[src/rtl/hazard_controller_pkg.sv]
// Shared pipeline constants: forwarding mux encodings and hazard FSM states.
package hazard_controller_pkg;

  localparam logic [1:0] FWD_RF  = 2'b00;
  localparam logic [1:0] FWD_WB  = 2'b01;
  localparam logic [1:0] FWD_MEM = 2'b10;

  typedef enum logic {
    RUN      = 1'b0,
    MEM_WAIT = 1'b1
  } hc_state_e;

endpackage

[src/rtl/hazard_controller_forward_select.sv]
// Forwarding source select for one execute-stage operand; the MEM stage has priority over WB.
module forward_select
  import hazard_controller_pkg::*;
(
  input  logic [4:0] rs_i,
  input  logic       reg_write_m_i,
  input  logic [4:0] write_reg_m_i,
  input  logic       reg_write_w_i,
  input  logic [4:0] write_reg_w_i,
  output logic [1:0] fwd_o
);

  always_comb begin
    fwd_o = FWD_RF;
    if (reg_write_m_i && (write_reg_m_i == rs_i) && (rs_i != 5'd0))
      fwd_o = FWD_MEM;
    else if (reg_write_w_i && (write_reg_w_i == rs_i) && (rs_i != 5'd0))
      fwd_o = FWD_WB;
  end

endmodule

[src/rtl/hazard_controller.sv]
// Pipeline hazard unit: operand forwarding, load-use/branch stalls, data-memory wait FSM
// with a sticky timeout flag and a stall-cycle performance counter.
module hazard_controller
  import hazard_controller_pkg::*;
#(
  parameter int TIMEOUT_CYCLES = 255
) (
  input  logic        clock,
  input  logic        reset_n,
  input  logic [4:0]  RsD,
  input  logic [4:0]  RtD,
  input  logic [4:0]  RsE,
  input  logic [4:0]  RtE,
  input  logic [4:0]  WriteRegE,
  input  logic [4:0]  WriteRegM,
  input  logic [4:0]  WriteRegW,
  input  logic        RegWriteE,
  input  logic        RegWriteM,
  input  logic        RegWriteW,
  input  logic        MemtoRegE,
  input  logic        MemtoRegM,
  input  logic        BranchD,
  input  logic        MemReqM,
  input  logic        MemReadyM,
  input  logic        PerfClear,
  output logic        StallF,
  output logic        StallD,
  output logic        StallE,
  output logic        StallM,
  output logic        FlushD,
  output logic        FlushE,
  output logic [1:0]  ForwardAE,
  output logic [1:0]  ForwardBE,
  output logic        mem_timeout,
  output logic [15:0] stall_cycles
);

  // One spare bit so the saturation point always lies past TIMEOUT_CYCLES.
  localparam int WCNT_W = $clog2(TIMEOUT_CYCLES + 1) + 1;
  localparam logic [WCNT_W-1:0] WCNT_TO = WCNT_W'(TIMEOUT_CYCLES);

  hc_state_e         state_q, state_d;
  logic [WCNT_W-1:0] wait_cnt_q, wait_cnt_d;
  logic              timeout_q;
  logic [15:0]       stall_cnt_q;
  logic              mem_stall, load_use, br_hz;

  forward_select u_fwd_a (
    .rs_i(RsE), .reg_write_m_i(RegWriteM), .write_reg_m_i(WriteRegM),
    .reg_write_w_i(RegWriteW), .write_reg_w_i(WriteRegW), .fwd_o(ForwardAE)
  );

  forward_select u_fwd_b (
    .rs_i(RtE), .reg_write_m_i(RegWriteM), .write_reg_m_i(WriteRegM),
    .reg_write_w_i(RegWriteW), .write_reg_w_i(WriteRegW), .fwd_o(ForwardBE)
  );

  assign load_use = MemtoRegE && (RtE != 5'd0) && ((RtE == RsD) || (RtE == RtD));
  assign br_hz    = BranchD &&
                    ((RegWriteE && (WriteRegE != 5'd0) && ((WriteRegE == RsD) || (WriteRegE == RtD))) ||
                     (MemtoRegM && (WriteRegM != 5'd0) && ((WriteRegM == RsD) || (WriteRegM == RtD))));
  assign mem_stall = (state_q == MEM_WAIT) || (MemReqM && !MemReadyM);

  always_ff @(posedge clock or negedge reset_n) begin
    if (!reset_n) state_q <= RUN;
    else          state_q <= state_d;
  end

  always_comb begin
    state_d = state_q;
    case (state_q)
      RUN:      if (MemReqM && !MemReadyM) state_d = MEM_WAIT;
      MEM_WAIT: if (MemReadyM)             state_d = RUN;
      default:  state_d = RUN;
    endcase
  end

  // Memory wait dominates; a hazard stalls fetch/decode and bubbles execute.
  always_comb begin
    StallF = 1'b0;
    StallD = 1'b0;
    StallE = 1'b0;
    StallM = 1'b0;
    FlushD = 1'b0;
    FlushE = 1'b0;
    if (!reset_n) begin
      StallF = 1'b0;
    end else if (mem_stall) begin
      StallF = 1'b1;
      StallD = 1'b1;
      StallE = 1'b1;
      StallM = 1'b1;
    end else if (load_use || br_hz) begin
      StallF = 1'b1;
      StallD = 1'b1;
      FlushE = 1'b1;
    end else if (BranchD) begin
      FlushD = 1'b1;
    end
  end

  always_comb begin
    wait_cnt_d = wait_cnt_q;
    if (state_q == RUN && state_d == MEM_WAIT)
      wait_cnt_d = '0;
    else if (state_q == MEM_WAIT && wait_cnt_q != '1)
      wait_cnt_d = wait_cnt_q + 1'b1;
  end

  always_ff @(posedge clock or negedge reset_n) begin
    if (!reset_n) begin
      wait_cnt_q  <= '0;
      timeout_q   <= 1'b0;
      stall_cnt_q <= '0;
    end else begin
      wait_cnt_q <= wait_cnt_d;
      if (state_q == MEM_WAIT && wait_cnt_q >= WCNT_TO)
        timeout_q <= 1'b1;
      if (PerfClear)
        stall_cnt_q <= '0;
      else if (StallF && stall_cnt_q != 16'hFFFF)
        stall_cnt_q <= stall_cnt_q + 16'd1;
    end
  end

  assign mem_timeout  = timeout_q;
  assign stall_cycles = stall_cnt_q;

endmodule

[config.mk]
export PLATFORM = sky130hd
export DESIGN_NAME = hazard_controller
export DESIGN_NICKNAME = d
export VERILOG_FILES = /design/src/rtl/hazard_controller_pkg.sv /design/src/rtl/hazard_controller_forward_select.sv /design/src/rtl/hazard_controller.sv
export SDC_FILE = /design/constraint.sdc
export NUM_CORES = 1
export LEC_CHECK = 0
export BUFFER_PORTS_ARGS = -buffer_cell sky130_fd_sc_hd__buf_2
export CAP_MARGIN = 10
export CORE_MARGIN = 10
export CORE_UTILIZATION = 51
export CTS_CLUSTER_DIAMETER = 40
export DETAILED_ROUTE_END_ITERATION = 8
export PLACE_DENSITY = 0.9
export SLEW_MARGIN = 20
export SYNTH_ARGS = -nofsm -noshare
export SYNTH_HDL_FRONTEND = slang
export SYNTH_SLANG_ARGS = --single-unit
[constraint.sdc]
create_clock -name clock -period 3.1 [get_ports clock]
set_input_delay 0 -clock clock [delete_from_list [all_inputs] [get_ports clock]]
set_output_delay 0 -clock clock [all_outputs]
set_load 0.01 [all_outputs]
# == Yosys cells after proc, flatten, opt, wreduce, memory -nomap -nowiden ==
# Index checks and enable logic that the tools add are counted.
# totals
reg_bits,27
inputBits,46
out_inout_bits,27
elab_cells,75
# classes
add_sub_neg,2
n_lt_le_gt_ge,1
eq_ne,12
mux,22
bitwise_logic,1
reduce_logical,33
# op_table
cell,count
$eq 5x5->1,10
$mux 16,2
$logic_and 1x1->1,20
$reduce_bool 5->1,4
$mux 9,2
$add 16x1->16 const B,1
$ne 16x16->1 const B,1
$mux 1,15
$add 9x1->9 const B,1
$ge 9x8->1 const B,1
$ne 9x9->1 const B,1
$logic_or 1x1->1,6
$mux 2,2
$reduce_bool 2->1,2
$pmux 1 s2,1
$logic_not 1->1,1
$not 1->1,1

# == Logic depth before layout (Yosys ltp) ==
# depth
depth_word,12
mapped_depth,9
ltp_nobuf,9

# == By module ==
# Synthesis repeated with hierarchy kept, for this count alone.
# unflattened
hier_cells,263
area_unflattened_um2,2326.0
# by_module_without_submodules
mod,instances,cells_per_inst,area_each_um2
hazard_controller,1,227,2048.2
forward_select,2,18,138.9

# == Worst setup path before layout ==
# Ideal clock, no wire load.
# synth_timing
path_type,reg2reg
from,register stall_cnt_q[9] (netlist: stall_cycles[9])
to,register stall_cnt_q[11] (netlist: stall_cycles[11])
setup_ps,132
arrival_time_ps,2080
path_slack_ps,889
stages_incl_launch_ff,8
path_buffers,0
period_less_slack_ps,2211
cell_sequence,dfrtp_1 -> and4_1 -> and3_1 -> and4_1 -> or3b_1 -> a2111oi_0 -> xnor2_1 -> nor2_1
# synth_between
elab_chain_len,3
# synth_rtl
element,line,rtl
from (decl),hazard_controller.sv:45,logic [15:0] stall_cnt_q;
from (signal assigned),hazard_controller.sv:122,stall_cnt_q <= stall_cnt_q + 16'd1;
$add 16x1->16 or $ne 16x16->1 (tied branches),"hazard_controller.sv:122, hazard_controller.sv:121",
$mux 16 or $logic_and 1x1->1 (tied branches),hazard_controller.sv:121,else if (StallF && stall_cnt_q != 16'hFFFF)
$mux 16 or $reduce_bool 2->1 (tied branches),-,
# Parallel ways exist; a longest one is shown, timed or not. The select of a mux whose other input is x is not followed.
# A chain may end at the register's enable or synchronous reset.

# == Final worst setup path ==
# Ends and elaborated chain as after synthesis.

==> run_results.csv <==
group,metric,value,unit
worst_setup_path,r2r_slack,0.77,ns
worst_setup_path,crit_required,3.26,ns
global_route,grt-ovfl-total,0,
layout,final-seq-area,675.6,µm²
routing,vias,2111,
clock_network,cts.sinks,27,
power_and_ir_drop,power_per_cell_area,320.6,nW/µm²
clock_network,cts.reportedPaths.clkPinSlew,0.10,ns
global_route,antenna_found_initial,0,
timing,timing.fmax,429.9,MHz
timing,slew_headroom,47.78,%
layout,areaGrowthSynthToFinish,20.16,%
floorplan,fp.dieH,84.89,µm
flow_run,maxCapViolCount,0,
layout,fillers,380,
worst_setup_path,path_max_fanout,5,
floorplan,start_util,53.29,%
yosys,yosysMostFrequentCell,"xnor2_1",
timing,period_share,75.04,%
global_route,grt_max_degree,19,
routing,routed_wirelength,5912,µm
yosys,yosys.area.top_type,"dfrtp_1",
timing,slew_violations,0,
worst_setup_path,startpoint,"stall_cycles[9]",
routing,routedWlPerCell,15.77,µm
yosys,synthTopCellsByCount,"50 x xnor2_1, 29 x nand2_1, 27 x dfrtp_1",
layout,fin_nets,376,
floorplan,pin_count,73,
floorplan,die_area,7205,µm²
placement,globalplace.congestion,0.8973,
layout,multiInputGateArea,1365,µm²
routing,drc,0,
yosys,synthTopCellsByArea,"dfrtp_1 31%, xnor2_1 20%, nand2_1 5.1%",
floorplan,fp-row-count,23,
worst_hold_path,min_path_cells,2,
clock_network,root_buffer,"clkbuf_8",
timing,setup_tns,0,ns
power_and_ir_drop,p_leak,1.102,nW
clock_network,tritoncts,"done",
run_status,status,"finished clean",
worst_setup_path,start_kind,"flip-flop",
timing,min_period,2.326,ns
clock_network,clock_latency,0.28,ns
floorplan,die_x,84.89,µm
yosys,syn_inst,259,
clock_network,cts_inserted_buffers,3,
timing,rsz0062_at_grt,"no",
worst_hold_path,whs_endpoint,"stall_cycles[7]",
layout,diodes,0,
floorplan,core_area,4029,µm²
worst_setup_path,arrival,2.48,ns
worst_setup_path,cp-end-kind,"flip-flop",
clock_network,htreeDepth,1,
yosys,yosys_warnings,0,
global_route,grt_pass1_vias,2171,
worst_setup_path,critPathKind,"flip-flop to flip-flop",
timing,setup_violations,0,
worst_setup_path,r2r_cells,7,
layout,drive_gt1_share,24.92,%
clock_network,cts-resized-gates,0,
timing,tightest_slew,0.7833,ns
clock_network,cts_buffer_depth,2,
power_and_ir_drop,peakVddDrop,0.2751,mV
yosys,synth_seq_area_share,31.47,%
yosys,synth.top_cell.area_share,31.47,%
yosys,syn-num-nets,309,
worst_hold_path,worstHoldStart,"PerfClear",
routing,vias_per_cell,5.629,
yosys,synth-main-ff-cell,"dfrtp_1",
placement,port_buffers,72,
yosys,synth_cell_type_count,39,
routing,initialDrtViolationCount,90,
worst_hold_path,hp-class,"input pin to flip-flop",
yosys,netlist_area,2147,µm²
layout,postLayoutCellArea,2580,µm²
global_route,grtUsageTotal,16.23,%
yosys,synth_edf_count,0,
global_route,grt_pass1_wl,9984,µm
timing,hold_violations,0,
routing,first_pass_iters,4,
worst_setup_path,rr_endpoint,"stall_cycles[11]",
placement,placed_cell_area,2496,µm²
yosys,synth_seq_cells,27,
placement,post-dp-hpwl,4824,µm
routing,ant_nets,0,
worst_setup_path,worstReg2RegStart,"stall_cycles[9]",
yosys,async_flop_share,100.0,%
timing,fin_skew,0.008543,ns
yosys,avgSynthCellArea,8.290,µm²
==> metrics by stage <==
step	setup slack [ns]	power (mW)	std cells	hold WS, ns	util, %
global placement	0.8628	0.6166	368	-0.07240	61.96
detailed placement	0.7778	0.6268	368	-0.07126	61.96
global route	0.5345	0.8792	375	0.09070	64.04
CTS	0.7577	0.8387	375	0.06366	63.91
floorplan	0.8885	0.5441	259	-0.2956	-
finish	0.7738	0.8270	375	0.08110	64.04
==> power by group <==
| group | internal [mW] | switching [mW] | leakage [nW] |
|---|---|---|---|
| clock network | 0.0914 | 0.112 | 0.0217 |
| registers | 0.374 | 0.0204 | 0.367 |
| logic | 0.105 | 0.124 | 0.713 |
==> worst max-delay path by stage <==
stage / slack [ns] / cells after the start / end
2_1_floorplan: 0.89 / 7 / stall_cycles[11]
3_3_place_gp: 0.86 / 7 / stall_cycles[11]
3_5_place_dp: 0.78 / 7 / stall_cycles[15]
4_1_cts: 0.76 / 7 / stall_cycles[15]
5_1_grt: 0.53 / 7 / stall_cycles[13]
6_report: 0.77 / 7 / stall_cycles[11]
==> placed cells by master, fill, tap and decap left out, types with 2 or more instances in the layout <==
master	netlist	routed
a2111oi_0	3	3
nand2b_1	2	2
o22ai_1	4	4
and4_1	2	2
nand4_1	4	4
nor3_1	2	2
dlygate4sd3_1	0	3
inv_1	6	6
or4_1	3	3
a211oi_1	2	2
buf_2	2	72
o311a_1	2	2
dfrtp_1	27	27
nor4_1	4	4
nand3_1	15	15
nor2_1	22	22
buf_4	2	2
ha_1	4	4
o21ai_1	7	7
a21oi_1	13	13
and3_1	3	3
clkbuf_8	0	3
nand2_1	29	29
nor2b_1	3	3
or3_1	11	11
o21ai_0	6	6
xor2_1	9	9
o31ai_1	2	2
xnor2_1	50	50
==> state kept, by name (all words and copies together) (netlist names) <==
register and count:
mem_timeout 1, state_q 1, stall_cycles 16, wait_cnt_q 9
==> worst max-delay path, cell delays in order (launching register included) <==
cell       delay [ns]
dfrtp_1          0.44
and4_1           0.25
and3_1           0.22
and4_1           0.20
or3b_1           0.41
a2111oi_0        0.46
xnor2_1          0.18
nor2_1           0.05
==> cell type report <==
class                      count  area share, %
clock buffer                   3          1.600
clock inverter                 1         0.2910
inverter                       6         0.8729
multi-input combinational    211          52.91
sequential                    27          26.19
tap                           50          2.425
timing repair buffer          77          15.71
==> kinds of logic after synthesis <==
logic type / synth area share (%)
compound gates: 12.94
simple gates: 24.01
xor+xnor: 24.07
fa+ha+maj: 2.331
buf+inv: 5.186
flops: 31.47
==> metal layers <==
layer | track usage [%] | part of all wire, % | up-vias
li1 | - | - | 1027
met1 | 18.45 | 41 | 1020
met2 | 29.10 | 52 | 57
met3 | 4.207 | 5.7 | 7
met4 | 4.491 | 1.2 | 0
met5 | 0 | 0 | -
==> repair_timing <==
| item | 4_1_cts | 5_1_grt |
|---|---|---|
| endpoints found under the hold margin | 28 | 0 |
| hold buffers | 3 | 0 |
| setup buffers | 0 | 0 |
No activity file was read; power rests on OpenSTA's default activity.
